### config.mk
export PLATFORM = sky130hd
export DESIGN_NAME = line_mem_fetcher
export DESIGN_NICKNAME = d
export VERILOG_FILES = /design/src/rtl/line_mem_fetcher.sv
export SDC_FILE = /design/constraint.sdc
export NUM_CORES = 1
export LEC_CHECK = 0
export ABC_CLOCK_PERIOD_IN_PS = 9400
export CORE_UTILIZATION = 60
export DETAILED_ROUTE_END_ITERATION = 8
export DONT_BUFFER_PORTS = 1
export PLACE_DENSITY_LB_ADDON = 0.3
export SLEW_MARGIN = 20
export SYNTH_ARGS = -nofsm -noshare
export SYNTH_HDL_FRONTEND = slang
export SYNTH_SLANG_ARGS = --single-unit
export TNS_END_PERCENT = 30
### constraint.sdc
create_clock -name clk -period 9.4 [get_ports clk]
set_clock_uncertainty 0.2 [all_clocks]
set_input_delay 1.88 -clock clk [delete_from_list [all_inputs] [get_ports clk]]
set_output_delay 1.88 -clock clk [all_outputs]
set_load 0.03 [all_outputs]
### src/rtl/line_mem_fetcher.sv
// line_mem_fetcher: read-side master for the single-port line memory.
// Issues sequential same-cycle reads over a word range, buffers the words in
// a small FIFO and streams them out over valid/ready with last marking and a
// one-cycle done pulse.
// Optional macro LINE_FETCH_WRAP_EN: address counter wraps modulo MEM_DEPTH
// (start address is reduced modulo MEM_DEPTH when latched).
module line_mem_fetcher #(
  parameter int DATA_WIDTH = 64,
  parameter int LEN_WIDTH  = 16,
  parameter int BUF_DEPTH  = 2,
  parameter int MEM_DEPTH  = 1024
) (
  input  logic                  clk,
  input  logic                  rst_n,
  input  logic                  start,
  input  logic [31:0]           start_addr,
  input  logic [LEN_WIDTH-1:0]  length,
  input  logic                  abort,
  output logic                  busy,
  output logic                  done,
  output logic                  rd_err,
  output logic                  mem_re,
  output logic [31:0]           mem_addr,
  input  logic [DATA_WIDTH-1:0] mem_rd_data,
  input  logic                  mem_rd_data_vld,
  output logic [DATA_WIDTH-1:0] out_data,
  output logic                  out_valid,
  input  logic                  out_ready,
  output logic                  out_last
);

  localparam int PW = (BUF_DEPTH > 1) ? $clog2(BUF_DEPTH) : 1;
  localparam logic [PW:0]  BUF_FULL    = (PW+1)'(BUF_DEPTH);
  localparam logic [31:0]  MEM_DEPTH_W = 32'(MEM_DEPTH);

  // Catch unusable configurations at elaboration time.
  if ((BUF_DEPTH < 2) || ((BUF_DEPTH & (BUF_DEPTH - 1)) != 0) || (MEM_DEPTH < 2)) begin : g_bad_param
    $error("line_mem_fetcher: BUF_DEPTH must be a power of two >= 2 and MEM_DEPTH >= 2");
  end

  typedef enum logic [1:0] {
    S_IDLE  = 2'd0,
    S_FETCH = 2'd1,
    S_DRAIN = 2'd2,
    S_DONE  = 2'd3
  } state_t;

  typedef struct packed {
    logic                  last;
    logic [DATA_WIDTH-1:0] data;
  } ent_t;

  state_t               r_state;
  logic [31:0]          r_addr;
  logic [LEN_WIDTH-1:0] r_rem;
  logic                 r_busy;
  logic                 r_done;
  logic                 r_rd_err;

  ent_t                 r_buf [BUF_DEPTH];
  logic [PW-1:0]        r_wr_ptr;
  logic [PW-1:0]        r_rd_ptr;
  logic [PW:0]          r_cnt;

  logic                 w_empty;
  logic                 w_full;
  logic                 w_pop;
  logic                 w_push;
  logic                 w_abort;
  ent_t                 w_head;
  ent_t                 w_push_ent;
  logic [31:0]          w_addr_nxt;
  logic [31:0]          w_start_addr;

  assign w_empty = (r_cnt == '0);
  assign w_full  = (r_cnt == BUF_FULL);
  assign w_head  = r_buf[r_rd_ptr];
  assign w_pop   = !w_empty && out_ready;
  // Abort only means something once a transfer is in flight.
  assign w_abort = abort && (r_state != S_IDLE);

  // A full buffer that pops this cycle frees a slot for the word read now.
  assign mem_re   = (r_state == S_FETCH) && (!w_full || w_pop);
  assign mem_addr = mem_re ? r_addr : 32'd0;
  assign w_push   = mem_re;

  // A failed read still occupies a slot (as zero) so stream length == length.
  assign w_push_ent.data = mem_rd_data_vld ? mem_rd_data : '0;
  assign w_push_ent.last = (r_rem == LEN_WIDTH'(1));

`ifdef LINE_FETCH_WRAP_EN
  assign w_addr_nxt   = (r_addr == MEM_DEPTH_W - 32'd1) ? 32'd0 : r_addr + 32'd1;
  assign w_start_addr = start_addr % MEM_DEPTH_W;
`else
  assign w_addr_nxt   = r_addr + 32'd1;
  assign w_start_addr = start_addr;
`endif

  assign out_valid = !w_empty;
  assign out_data  = w_empty ? '0 : w_head.data;
  assign out_last  = !w_empty && w_head.last;
  assign busy      = r_busy;
  assign done      = r_done;
  assign rd_err    = r_rd_err;

  // Buffer pointers and occupancy; abort flushes ahead of any push/pop.
  always_ff @(posedge clk or negedge rst_n) begin
    if (!rst_n) begin
      r_wr_ptr <= '0;
      r_rd_ptr <= '0;
      r_cnt    <= '0;
    end else if (w_abort) begin
      r_wr_ptr <= '0;
      r_rd_ptr <= '0;
      r_cnt    <= '0;
    end else begin
      if (w_push) r_wr_ptr <= r_wr_ptr + PW'(1);
      if (w_pop)  r_rd_ptr <= r_rd_ptr + PW'(1);
      case ({w_push, w_pop})
        2'b10:   r_cnt <= r_cnt + (PW+1)'(1);
        2'b01:   r_cnt <= r_cnt - (PW+1)'(1);
        default: r_cnt <= r_cnt;
      endcase
    end
  end

  // Buffer storage; contents are don't-care while the slot is unoccupied.
  always_ff @(posedge clk) begin
    if (w_push && !w_abort) r_buf[r_wr_ptr] <= w_push_ent;
  end

  // Control FSM with registered busy/done/rd_err.
  always_ff @(posedge clk or negedge rst_n) begin
    if (!rst_n) begin
      r_state  <= S_IDLE;
      r_addr   <= '0;
      r_rem    <= '0;
      r_busy   <= 1'b0;
      r_done   <= 1'b0;
      r_rd_err <= 1'b0;
    end else begin
      r_done <= 1'b0;
      case (r_state)
        S_IDLE: begin
          if (start) begin
            r_addr   <= w_start_addr;
            r_rem    <= length;
            r_rd_err <= 1'b0;
            r_busy   <= 1'b1;
            r_state  <= (length == '0) ? S_DONE : S_FETCH;
          end
        end
        S_FETCH: begin
          if (abort) begin
            r_busy  <= 1'b0;
            r_state <= S_IDLE;
          end else if (mem_re) begin
            if (!mem_rd_data_vld) r_rd_err <= 1'b1;
            r_addr <= w_addr_nxt;
            r_rem  <= r_rem - LEN_WIDTH'(1);
            if (r_rem == LEN_WIDTH'(1)) r_state <= S_DRAIN;
          end
        end
        S_DRAIN: begin
          if (abort) begin
            r_busy  <= 1'b0;
            r_state <= S_IDLE;
          end else if (w_pop && w_head.last) begin
            r_state <= S_DONE;
          end
        end
        S_DONE: begin
          r_busy  <= 1'b0;
          r_state <= S_IDLE;
          if (!abort) r_done <= 1'b1;
        end
        default: begin
          r_busy  <= 1'b0;
          r_state <= S_IDLE;
        end
      endcase
    end
  end

endmodule

==> Word-level counts from Yosys, hierarchy flattened <==
Memory sizes are Yosys's and may differ from the RTL's.
Index checks and enable logic that the tools add are counted.
{ "totals": {"register_bits": 57, "ram_bits": 130, "input_bits": 118, "out_inout_bits": 102, "wordCells": 91, "n_memories": 1} }
{ "op_classes": {"n_addsub": 6, "eq_ne": 15, "n_mux": 37, "n_reduce_logical": 23} }
{ "mem_list": {"columns": ["name", "depth", "word_bits", "rd", "rd_clocked_by_memory_dff", "wr", "line_no", "rtl"], "rows": [
  ["r_buf", 2, 65, 1, 0, 1, "60", "ent_t r_buf [BUF_DEPTH];"]
]} }
{ "op_table": {"columns": ["op", "count"], "rows": [
  ["$mux 32", 4],
  ["$mux 64", 2],
  ["$pmux 32 s2", 1],
  ["$mux 16", 3],
  ["$add 32x1->32 const B", 1],
  ["$pmux 16 s2", 1],
  ["$eq 16x1->1 const B", 1],
  ["$logic_not 16->1", 1],
  ["$mux 2", 8],
  ["$sub 16x1->16 const B", 1],
  ["$mux 1", 14],
  ["$ne 3x3->1 const B", 3],
  ["$eq 2x2->1 const B", 4],
  ["$ne 2x2->1 const B", 4],
  ["$pmux 2 s4", 1],
  ["$reduce_and 4->1", 2],
  ["$reduce_bool 2->1", 4],
  ["$logic_and 1x1->1", 6],
  ["$reduce_and 5->1", 1],
  ["$eq 2x1->1 const B", 2],
  ["$logic_not 2->1", 2],
  ["$pmux 2 s2", 1],
  ["$logic_not 1->1", 3],
  ["$pmux 1 s3", 1],
  ["other kinds (9)", 10]
]} }

==> Logic depth before layout (Yosys ltp) <==
Gate-level depths: netlist of the first run.
{ "depth": {"ltp_word": 8, "ltp_mapped": 9, "ltp_nobuf": 7} }

==> Worst setup path after synthesis of the first run <==
No wires, ideal clock.
{ "synth_timing": {"kind": "input-to-reg", "startpoint": "input out_ready", "endpoint": "memory r_buf[0][0] (netlist name) (enable)", "arrival_ns": 7.058, "t_required_ns": 8.619, "path_slack_ns": 1.561, "path_stages": 4, "n_path_buf": 1, "path_cell_list": "nor3b_2 > nor2b_1 > clkbuf_1 > nor3b_1"} }
{ "synth_between": {"elab_chain_len": 6} }
{ "synth_lines": {"columns": ["element", "line_no", "rtl"], "rows": [
  ["start: declaration", "28", "input logic out_ready,"],
  ["$logic_and 1x1->1", "78", "assign w_pop = !w_empty && out_ready;"],
  ["$logic_or 1x1->1", "83", "assign mem_re = (r_state == S_FETCH) && (!w_full || w_pop);"],
  ["$logic_and 1x1->1", "83", null],
  ["$logic_and 1x1->1", "129", "if (w_push && !w_abort) r_buf[r_wr_ptr] <= w_push_ent;"],
  ["$mux 1", "129", null],
  ["$mux 1 (not written as such)", "129", null],
  ["end: declaration", "60", null]
]} }
No other way between the ends.

==> Worst setup path after layout of the first run <==
{ "layout_timing": {"startpoint": "input out_ready", "endpoint": "output mem_addr[27]"} }
{ "layout_between": {"elab_chain_len": 4} }
{ "layout_lines": {"columns": ["element", "line_no", "rtl"], "rows": [
  ["$logic_and 1x1->1", "78", null],
  ["$logic_or 1x1->1", "83", null],
  ["$logic_and 1x1->1", "83", null],
  ["via mem_re", "22", "output logic mem_re,"],
  ["$mux 32", "84", "assign mem_addr = mem_re ? r_addr : 32'd0;"],
  ["end: declaration", "23", "output logic [31:0] mem_addr,"]
]} }
The timed path passes the listed nets, and every way through them passes these cells.

==> results.yml, run 1 <==
layout:
  fraction_of_final_layout_cells_sized_beyond_drive_strength_1: 0.0693
  layout.filler_cells: 1068
  count_of_non_filler_cells_in_the_finished_layout: 980
  area.growth.synth_to_final_pct: 6.96
  num-nets-final: 907
  commonest_cells_after_routing_fill_and_taps_aside: "130 x sky130_fd_sc_hd__edfxtp_1, 98 x sky130_fd_sc_hd__and2_1, 95 x sky130_fd_sc_hd__mux2i_1"
  multi_input_area_mm2: 0.00357
  layout.cells.most_common: "sky130_fd_sc_hd__edfxtp_1"
  layout.area.seq_mm2: 0.00533
power_and_ir_drop:
  static_leakage_power_nw: 3.64
  seq_power_share: 0.400
  comb_power_share: 0.418
  sw_frac_of_total: 0.461
  irDropWorstVdd_mv: 0.253
  power.net_switching_mw: 1.69
  clock_power_share: 0.182
  cellPowerDensity_mw_per_mm2: 374
  p_int_mw: 1.97
worst_setup_path:
  crit_path_cell_trace: "nor3b_2 -> nor2b_2 -> buf_4 -> and2_1"
  timing.critical_path.required_ns: 7.32
  longest_individual_stage_delay_on_the_worst_path_ns: 0.33
  timing.critical_path.arrival_ns: 2.86
  timing.rr.start: "r_state[1]"
  worst_path_max_delay_cell: "sky130_fd_sc_hd__nor3b_2"
  end_kind: "output port"
  cp-start-kind: "input port"
  r2r.worst_path.cells: 9
  crit_path_start: "out_ready"
  timing.reg2reg.setup_slack_ns: 6.02
  maximum_fanout_count_along_the_critical_path: 36
  criticalPathCategory: "in2out"
hold_path:
  worst_hold_path_type: "reg2reg"
  min_delay_path_depth: 2
  launch_point_of_the_worst_hold_path: "r_addr[31]"
synthesis:
  synth_sequential_area_ratio: 0.582
  synth_enable_flop_cells: 130
  ys_ff_latch: 187
  post_synth.cell_area_avg_um2: 11.3
  dominantRegCellSynth: "sky130_fd_sc_hd__edfxtp_1"
  asyncSetResetFlopFracSynth: 0.305
  postSynthNetCount: 932
  post_synthesis_instance_area_mm2: 0.00916
  synthesis.instances: 807
  synthesis.yosys.warnings: 0
  post_synth_num_cell_types: 49
detailed_routing:
  detail_route.vias_per_cell: 6.34
  drc: 13
  drt.antenna.violating_nets: 0
  drt_pass_1_iters: 8
  drt_iter0_markers: 422
  vias: 6212
  final_routed_wire_length_divided_by_cell_count_um: 20.0
  wl_mm: 19.6
global_route:
  first_pass_grt_wire_length_mm: 30.8
  globalRoute.totalOverflow: 0
  initial_antenna_violation_count: 2
  maximum_number_of_pins_on_one_net_before_global_route_repair: 90
  globalRouteTotalUtil: 0.251
  grt_pass1_vias: 6234
floorplanning:
  floorplan.die_area_mm2: 0.0158
  die_w_um: 126
  count_of_standard_cell_rows: 44
  floorplan.io_pins: 220
  core_region_area_mm2: 0.0147
  initial_util: 0.623
  die_h_um: 126
clock_tree:
  cts-root-to-sink-buffers: 2
  post_cts.resized_instances: 0
  clock_h_tree_levels: 4
  cts.clk_slew.worst_paths_ns: 0.07
  cts_setup_buffers: 0
  cts_tree: "yes"
  clock_tree.root_cell: "sky130_fd_sc_hd__clkbuf_16"
  ctsHoldBuffers: 0
  tritoncts.num_buffers: 17
  clk-insertion-delay-late_ns: 0.43
  clock_tree_sinks: 187
place:
  routabilityCongestion: 0.862
  port_buffers: 0
  place.detailed.instances: 946
  hpwlAfterDp_mm: 12.4
sta:
  finalSetupViolations: 0
  hold_viol: 0
  timing.setup.tns_ns: 0
  fin_crit_ns: 4.94
  timing.final.crit_share: 0.525
  grt_setup_unrepaired: "no"
  timing.max_slew.rel_slack: 0.402
  tightest_slew_ns: 0.897
  drv_slew: 0
  achievable-frequency_mhz: 203
job:
  maxCapViolCount: 0
outcome:
  status: "finished with violations"
  violations_in_the_final_reports: "design-rule violations"
-- Yosys cell counts (12+ instances only) --
master	n	share of area
sky130_fd_sc_hd__a21oi_1	46	0.025
sky130_fd_sc_hd__and2_1	98	0.067
sky130_fd_sc_hd__buf_2	16	0.0087
sky130_fd_sc_hd__clkbuf_1	24	0.0098
sky130_fd_sc_hd__dfrtp_1	57	0.16
sky130_fd_sc_hd__edfxtp_1	130	0.43
sky130_fd_sc_hd__mux2i_1	95	0.10
sky130_fd_sc_hd__nand2_1	40	0.016
sky130_fd_sc_hd__nand3_1	28	0.015
sky130_fd_sc_hd__nand4_1	12	0.0082
sky130_fd_sc_hd__nor2_1	93	0.038
sky130_fd_sc_hd__o21ai_0	18	0.0098
sky130_fd_sc_hd__o22ai_1	41	0.028
-- state kept, by name (all words and copies together) (netlist names) --
signal,count
r_buf,130
r_addr,32
r_rem,16
r_cnt,2
r_state,2
busy,1
done,1
r_rd_ptr,1
r_wr_ptr,1
rd_err,1
-- logic make-up (layout without fill, tap and decap cells) --
family	Yosys count	after routing	share of synthesized area
xor+xnor	2	2	0.00191
buf+inv	63	50	0.0298
simple gates	336	336	0.198
flops	187	187	0.582
compound gates	117	117	0.0748
mux	95	95	0.104
other cells	0	2	0
fa+ha+maj	7	7	0.00957
-- metal layers --
layer  GRT usage  vias to the layer above  share of wire
met5           0                        -              0
met4       0.112                        0          0.023
met3      0.0732                       41          0.075
met2       0.420                      246           0.50
met1       0.303                     3030           0.40
li1            -                     2895              -
-- area by class of cell --
type | instances | share of cell area
clock inverter | 13 | 0.0111
sequential | 187 | 0.545
inverter | 11 | 0.00422
clock buffer | 18 | 0.0438
antenna | 2 | 0.000511
multi-input combinational | 557 | 0.365
timing repair buffer | 8 | 0.00741
tap | 184 | 0.0235
-- worst max-delay path: cells and delay by family --
kind	cells	cell delay, ns
and+or+nand+nor	3	0.71
buffers and inverters	1	0.24
-- through the flow --
step | instance area (um^2) | setup WS [ns] | util | total power, mW | hold slack (ns)
floorplan | 9160 | 1.56 | - | 2.74 | 0.315
global placement | 9230 | 4.47 | 0.628 | 2.92 | 0.362
detailed placement | 9230 | 4.46 | 0.628 | 2.99 | 0.390
CTS | 9770 | 4.46 | 0.664 | 3.66 | 0.405
global route | 9790 | 4.40 | 0.666 | 3.86 | 0.427
finish | 9790 | 4.46 | 0.666 | 3.66 | 0.405
-- power groups by stage --
stage          sequential, mW  combinational, mW  clock [mW]
3_3_place_gp             1.47               1.45           0
5_1_grt                  1.50               1.65       0.703
4_1_cts                  1.48               1.50       0.670
6_report                 1.46               1.53       0.667
3_5_place_dp             1.50               1.50           0
2_1_floorplan            1.39               1.36           0
-- path summary, 6_finish.rpt --
path / end
min reg2reg: r_addr[31]
max reg2reg: r_rem[8]
min in group asynchronous: r_rem[0]
max: mem_addr[27]
max in group asynchronous: r_rd_ptr
min: r_addr[31]
No activity file was read; power rests on OpenSTA's default activity.
==> run 2: changes to the inputs <==
--- a/config.mk
+++ b/config.mk
@@ -5,7 +5,7 @@
 export SDC_FILE = /design/constraint.sdc
 export NUM_CORES = 1
 export LEC_CHECK = 0
-export ABC_CLOCK_PERIOD_IN_PS = 9400
+export ABC_CLOCK_PERIOD_IN_PS = 4800
 export CORE_UTILIZATION = 60
 export DETAILED_ROUTE_END_ITERATION = 8
 export DONT_BUFFER_PORTS = 1
==> constraint.sdc (replaced) <==
create_clock -name clk -period 4.8 [get_ports clk]
set_clock_uncertainty 0.2 [all_clocks]
set_input_delay 0.96 -clock clk [delete_from_list [all_inputs] [get_ports clk]]
set_output_delay 0.96 -clock clk [all_outputs]
set_load 0.03 [all_outputs]
==> results.yml, run 2 (synthesis results as in run 1) <==
sta:
  achievable-frequency_mhz: 299
  tightest_slew_ns: 0.886
  fin_crit_ns: 3.35
  drv_slew: 0
  hold_viol: 0
  finalSetupViolations: 0
  timing.setup.tns_ns: 0
  final.setup.worst_slack_ns: 1.45
  timing.final.crit_share: 0.697
  grt_setup_unrepaired: "no"
  timing.max_slew.rel_slack: 0.409
global_route:
  first_pass_grt_wire_length_mm: 30.4
  globalRouteTotalUtil: 0.246
  initial_antenna_violation_count: 0
  globalRoute.totalOverflow: 0
  grt_pass1_vias: 6063
  maximum_number_of_pins_on_one_net_before_global_route_repair: 90
worst_setup_path:
  worstPathBufferInverterCount: 1
  cp-start-kind: "flip-flop"
  crit_path_cell_trace: "nor2_4 -> buf_4 -> nor2_1"
  criticalPathCategory: "reg2out"
  worst_path_dominant_cell_family: "simple AND/OR/NAND/NOR gates"
  timing.critical_path.required_ns: 3.64
  maximum_fanout_count_along_the_critical_path: 45
  end_kind: "output port"
  longest_individual_stage_delay_on_the_worst_path_ns: 0.50
  timing.reg2reg.setup_slack_ns: 1.50
  timing.critical_path.arrival_ns: 2.19
  worst_path_max_delay_cell: "sky130_fd_sc_hd__buf_4"
detailed_routing:
  vias: 6142
  detail_route.vias_per_cell: 6.27
  drc: 14
  drt.antenna.violating_nets: 0
  final_routed_wire_length_divided_by_cell_count_um: 19.3
  drt_iter0_markers: 462
  drt_pass_1_iters: 9
  wl_mm: 18.9
power_and_ir_drop:
  static_leakage_power_nw: 3.65
  cellPowerDensity_mw_per_mm2: 728
  irDropWorstVdd_mv: 0.374
clock_tree:
  post_cts.resized_instances: 0
  clock_tree.root_cell: "sky130_fd_sc_hd__clkbuf_16"
  tritoncts.num_buffers: 17
  ctsHoldBuffers: 0
  clk-insertion-delay-late_ns: 0.42
  cts_tree: "yes"
  clock_tree_sinks: 187
  cts_setup_buffers: 0
  clock_h_tree_levels: 4
  cts.clk_slew.worst_paths_ns: 0.07
  cts-root-to-sink-buffers: 2
place:
  port_buffers: 0
  hpwlAfterDp_mm: 12.2
  routabilityCongestion: 0.874
  dp_slack_ns: 1.44
  placed_cell_area_mm2: 0.00924
layout:
  biggest_registers_after_layout: "r_buf (130), r_addr (32), r_rem (16)"
  fraction_of_final_layout_cells_sized_beyond_drive_strength_1: 0.0704
  number_of_flip_flops_in_the_largest_register: 130
  num-nets-final: 907
  postLayoutCellArea_mm2: 0.00980
  area.growth.synth_to_final_pct: 7.09
  antennaDiodeCount: 0
  commonest_cells_after_routing_fill_and_taps_aside: "130 x sky130_fd_sc_hd__edfxtp_1, 98 x sky130_fd_sc_hd__and2_1, 95 x sky130_fd_sc_hd__mux2i_1"
  layout.cells.most_common: "sky130_fd_sc_hd__edfxtp_1"
  largest_register: "r_buf"
  multi_input_area_mm2: 0.00358
  layout.area.seq_mm2: 0.00533
  layout.filler_cells: 1100
floorplanning:
  die_w_um: 126
  count_of_standard_cell_rows: 44
  initial_util: 0.623
  floorplan.io_pins: 220
  core_region_area_mm2: 0.0147
  floorplan.die_area_mm2: 0.0158
  die_h_um: 126
job:
  maxCapViolCount: 0
hold_path:
  worst_hold_path_type: "in2async"
outcome:
  violations_in_the_final_reports: "design-rule violations"
  status: "finished with violations"
## run 2: worst paths after layout
check	depth (start not counted)	end	from
max	3	out_data[54]	r_cnt[1]
min	0	r_rem[11]	rst_n
max reg2reg	9	r_rem[8]	r_state[1]
min reg2reg	2	r_addr[31]	r_addr[31]
max in group asynchronous	0	r_rd_ptr	rst_n
min in group clk	1	done	abort
## run 2: area by class of cell
class                           instances  share of cell area
Clock buffer                           19              0.0442
Clock inverter                         13              0.0111
Tap cell                              184              0.0235
Timing Repair Buffer                    8             0.00817
Multi-Input combinational cell        557               0.365
Sequential cell                       187               0.544
Inverter                               11             0.00421
## run 2: power by group
| group | internal [mW] | total, mW | switching (mW) |
|---|---|---|---|
| logic | 0.829 | 2.99 | 2.16 |
| registers | 2.36 | 2.84 | 0.480 |
| clock network | 0.678 | 1.30 | 0.623 |
| total | 3.87 | 7.13 | 3.26 |
## run 2: metal layers
metal / routed length (um) / share of wire / up-vias / track usage
li1: - / - / 2874 / -
met1: 7660 / 0.41 / 2983 / 0.302
met2: 9320 / 0.49 / 257 / 0.416
met3: 1460 / 0.077 / 28 / 0.0629
met4: 446 / 0.024 / 0 / 0.0961
met5: 0 / 0 / - / 0
## run 2: worst register-to-register path: cells and delay by family (launching register included)
family | cells | cell delay (ns)
compound gates | 3 | 0.60
simple gates | 2 | 0.41
fa+ha+maj | 1 | 0.18
buf+inv | 3 | 1.35
flops | 1 | 0.40
## run 2: through the flow
stage	hold WS (ns)	utilization	power [mW]	cells
2_1_floorplan	0.315	-	5.35	807
3_3_place_gp	0.376	0.628	5.72	946
3_5_place_dp	0.397	0.628	5.85	946
4_1_cts	0.0105	0.665	7.15	978
5_1_grt	0.00177	0.667	7.56	979
6_report	0.0221	0.667	7.13	979
==> run 3: changes to the inputs <==
--- a/config.mk
+++ b/config.mk
@@ -5,8 +5,9 @@
 export SDC_FILE = /design/constraint.sdc
 export NUM_CORES = 1
 export LEC_CHECK = 0
-export ABC_CLOCK_PERIOD_IN_PS = 4800
-export CORE_UTILIZATION = 60
+export ABC_AREA = 1
+export ABC_CLOCK_PERIOD_IN_PS = 2900
+export CORE_UTILIZATION = 58
 export DETAILED_ROUTE_END_ITERATION = 8
 export DONT_BUFFER_PORTS = 1
 export PLACE_DENSITY_LB_ADDON = 0.3
==> constraint.sdc (replaced) <==
create_clock -name clk -period 2.9 [get_ports clk]
set_clock_uncertainty 0.2 [all_clocks]
set_input_delay 0.58 -clock clk [delete_from_list [all_inputs] [get_ports clk]]
set_output_delay 0.58 -clock clk [all_outputs]
set_load 0.03 [all_outputs]
==> results.yml, run 3 <==
worst_setup_path:
  end_kind: "output port"
  timing.critical_path.arrival_ns: 1.96
  criticalPathCategory: "reg2out"
  worst_path_max_delay_cell: "sky130_fd_sc_hd__dfrtp_1"
  timing.critical_path.required_ns: 2.12
  worst_path_dominant_cell_family: "buffers and inverters"
  crit_path_cell_trace: "inv_1 -> nand3_1 -> nand2_1 -> buf_4 -> nor2_1 -> buf_4"
  timing.rr.start: "r_state[1]"
  crit_path_start: "r_cnt[0]"
  timing.reg2reg.setup_slack_ns: 0.46
  worstPathBufferInverterCount: 3
  r2r.worst_path.cells: 9
  longest_individual_stage_delay_on_the_worst_path_ns: 0.43
  cp-start-kind: "flip-flop"
  worst_path_most_repeated_cell: "sky130_fd_sc_hd__buf_4"
  crit_cells: 6
  maximum_fanout_count_along_the_critical_path: 33
layout:
  number_of_flip_flops_in_the_largest_register: 130
  layout.area.seq_mm2: 0.00533
  postLayoutCellArea_mm2: 0.0113
  commonest_cells_after_routing_fill_and_taps_aside: "422 x sky130_fd_sc_hd__nand2_1, 157 x sky130_fd_sc_hd__nor2_1, 147 x sky130_fd_sc_hd__inv_1"
  layout.cells.most_common: "sky130_fd_sc_hd__nand2_1"
  fraction_of_final_layout_cells_sized_beyond_drive_strength_1: 0.124
  biggest_registers_after_layout: "r_buf (130), r_addr (32), r_rem (16)"
  multi_input_area_mm2: 0.00359
  fin_util: 0.703
  layout.filler_cells: 1212
  largest_register: "r_buf"
  antennaDiodeCount: 0
  num-nets-final: 1415
  area.growth.synth_to_final_pct: 16.8
synthesis:
  synth_xor_xnor_area_share: 0.00725
  area_share_of_fa_ha_maj_cells_after_synthesis: 0.00906
  postSynthNetCount: 1333
  synth_top_area_cell: "sky130_fd_sc_hd__edfxtp_1"
  synth_mux_area_frac: 0
  post_synth.cell_area_avg_um2: 8.00
  post_synth_num_cell_types: 27
  synth.top_cells.by_area: "sky130_fd_sc_hd__edfxtp_1 40%, sky130_fd_sc_hd__nand2_1 16%, sky130_fd_sc_hd__dfrtp_1 15%"
  synth.top_cell.area_share: 0.404
  synthesis.yosys.warnings: 0
  most_frequently_used_cell_type_in_the_post_synthesis_netlist: "sky130_fd_sc_hd__nand2_1"
  synth_sequential_area_ratio: 0.552
  synthesis.instances: 1208
  asyncSetResetFlopFracSynth: 0.305
  ys_ff_latch: 187
  post_synthesis_instance_area_mm2: 0.00966
  largest_family_of_logic_cells_by_synthesized_area: "simple AND/OR/NAND/NOR gates"
  synthTopCellsByCount: "422 x sky130_fd_sc_hd__nand2_1, 160 x sky130_fd_sc_hd__nor2_1, 149 x sky130_fd_sc_hd__inv_1"
  synth_enable_flop_cells: 130
  dominantRegCellSynth: "sky130_fd_sc_hd__edfxtp_1"
  synth-simple-area-share: 0.274
  synth_compound_area_frac: 0.0783
detailed_routing:
  wl_mm: 23.6
  final_routed_wire_length_divided_by_cell_count_um: 15.5
  vias: 8211
  drt.antenna.violating_nets: 0
  detail_route.vias_per_cell: 5.41
  drc: 0
  drt_pass_1_iters: 5
  drt_iter0_markers: 679
place:
  hpwlAfterDp_mm: 15.7
  port_buffers: 0
  placed_cell_area_mm2: 0.0106
  routabilityCongestion: 0.913
sta:
  finalSetupViolations: 0
  hold_viol: 0
  achievable-frequency_mhz: 365
  timing.setup.tns_ns: 0
  drv_slew: 0
  timing.max_slew.rel_slack: 0.556
  grt_setup_unrepaired: "no"
  fin_crit_ns: 2.74
  timing.final.crit_share: 0.944
  final.hold.worst_slack_ns: 0.0865
  tightest_slew_ns: 0.666
job:
  maxCapViolCount: 0
floorplanning:
  die_h_um: 131
  initial_util: 0.602
  count_of_standard_cell_rows: 46
  floorplan.io_pins: 220
  die_w_um: 131
  floorplan.die_area_mm2: 0.0172
  core_region_area_mm2: 0.0161
clock_tree:
  clock_h_tree_levels: 4
  cts.clk_slew.worst_paths_ns: 0.08
  clk-insertion-delay-late_ns: 0.44
  post_cts.resized_instances: 0
  clock_tree_sinks: 187
  cts-root-to-sink-buffers: 2
  tritoncts.num_buffers: 17
  cts_tree: "yes"
  clock_tree.root_cell: "sky130_fd_sc_hd__clkbuf_16"
global_route:
  globalRoute.totalOverflow: 0
  maximum_number_of_pins_on_one_net_before_global_route_repair: 66
  globalRouteTotalUtil: 0.274
  initial_antenna_violation_count: 0
  grt_pass1_vias: 7351
  first_pass_grt_wire_length_mm: 35.7
power_and_ir_drop:
  irDropWorstVdd_mv: 0.979
  static_leakage_power_nw: 5.24
  sum_of_internal_switching_and_leakage_power_mw: 14.1
  cellPowerDensity_mw_per_mm2: 1250
hold_path:
  launch_point_of_the_worst_hold_path: "start_addr[0]"
  min_delay_path_depth: 2
  worst_hold_path_type: "in2reg"
outcome:
  status: "completed"
[run 3: cells by family (layout without fill, tap and decap cells)]
family | Yosys count | in the layout
simple gates | 664 | 664
buf+inv | 198 | 293
flops | 187 | 187
compound gates | 144 | 144
xor+xnor | 8 | 8
fa+ha+maj | 7 | 7
[run 3: path summary, 6_finish.rpt]
| check | endpoint |
|---|---|
| min | r_addr[0] |
| min reg2reg | r_addr[31] |
| min in group asynchronous | r_addr[6] |
| max in group asynchronous | r_rd_ptr |
| max reg2reg | r_addr[16] |
| max | mem_addr[17] |
[run 3: final cells by class]
class	instances	area share
inverters	150	0.0501
clock inverters	15	0.0160
clock buffers	17	0.0377
repair buffers	111	0.0827
flip-flops and latches	187	0.472
multi-input cells	823	0.318
well taps	216	0.0239
[run 3: power by group]
| group | leakage [nW] | switching, mW | internal (mW) | total, mW |
|---|---|---|---|---|
| registers | 1.92 | 0.594 | 3.83 | 4.42 |
| clock network | 0.293 | 1.18 | 1.19 | 2.36 |
| logic | 3.04 | 5.05 | 2.30 | 7.35 |
| total | 5.24 | 6.82 | 7.31 | 14.1 |
[run 3: stage by stage]
| step | cells | setup slack [ns] |
|---|---|---|
| 2_1_floorplan | 1208 | 0.0499 |
| 3_3_place_gp | 1484 | 0.564 |
| 3_5_place_dp | 1484 | 0.489 |
| 4_1_cts | 1519 | 0.143 |
| 5_1_grt | 1519 | 0.0518 |
| 6_report | 1519 | 0.163 |
[run 3: per-layer routing]
layer / part of all wire / track usage / wire length (um)
met1: 0.41 / 0.354 / 9680
met2: 0.50 / 0.462 / 11800
met3: 0.074 / 0.0568 / 1750
met4: 0.013 / 0.0892 / 314
met5: 0 / 0 / 0
[run 3: what timing repair did]
action                                 4_1_cts  5_1_grt
hold buffers                                 3        0
buffers inserted                             0        0
endpoints found under the hold margin       58        0
setup endpoints to repair                    0        0
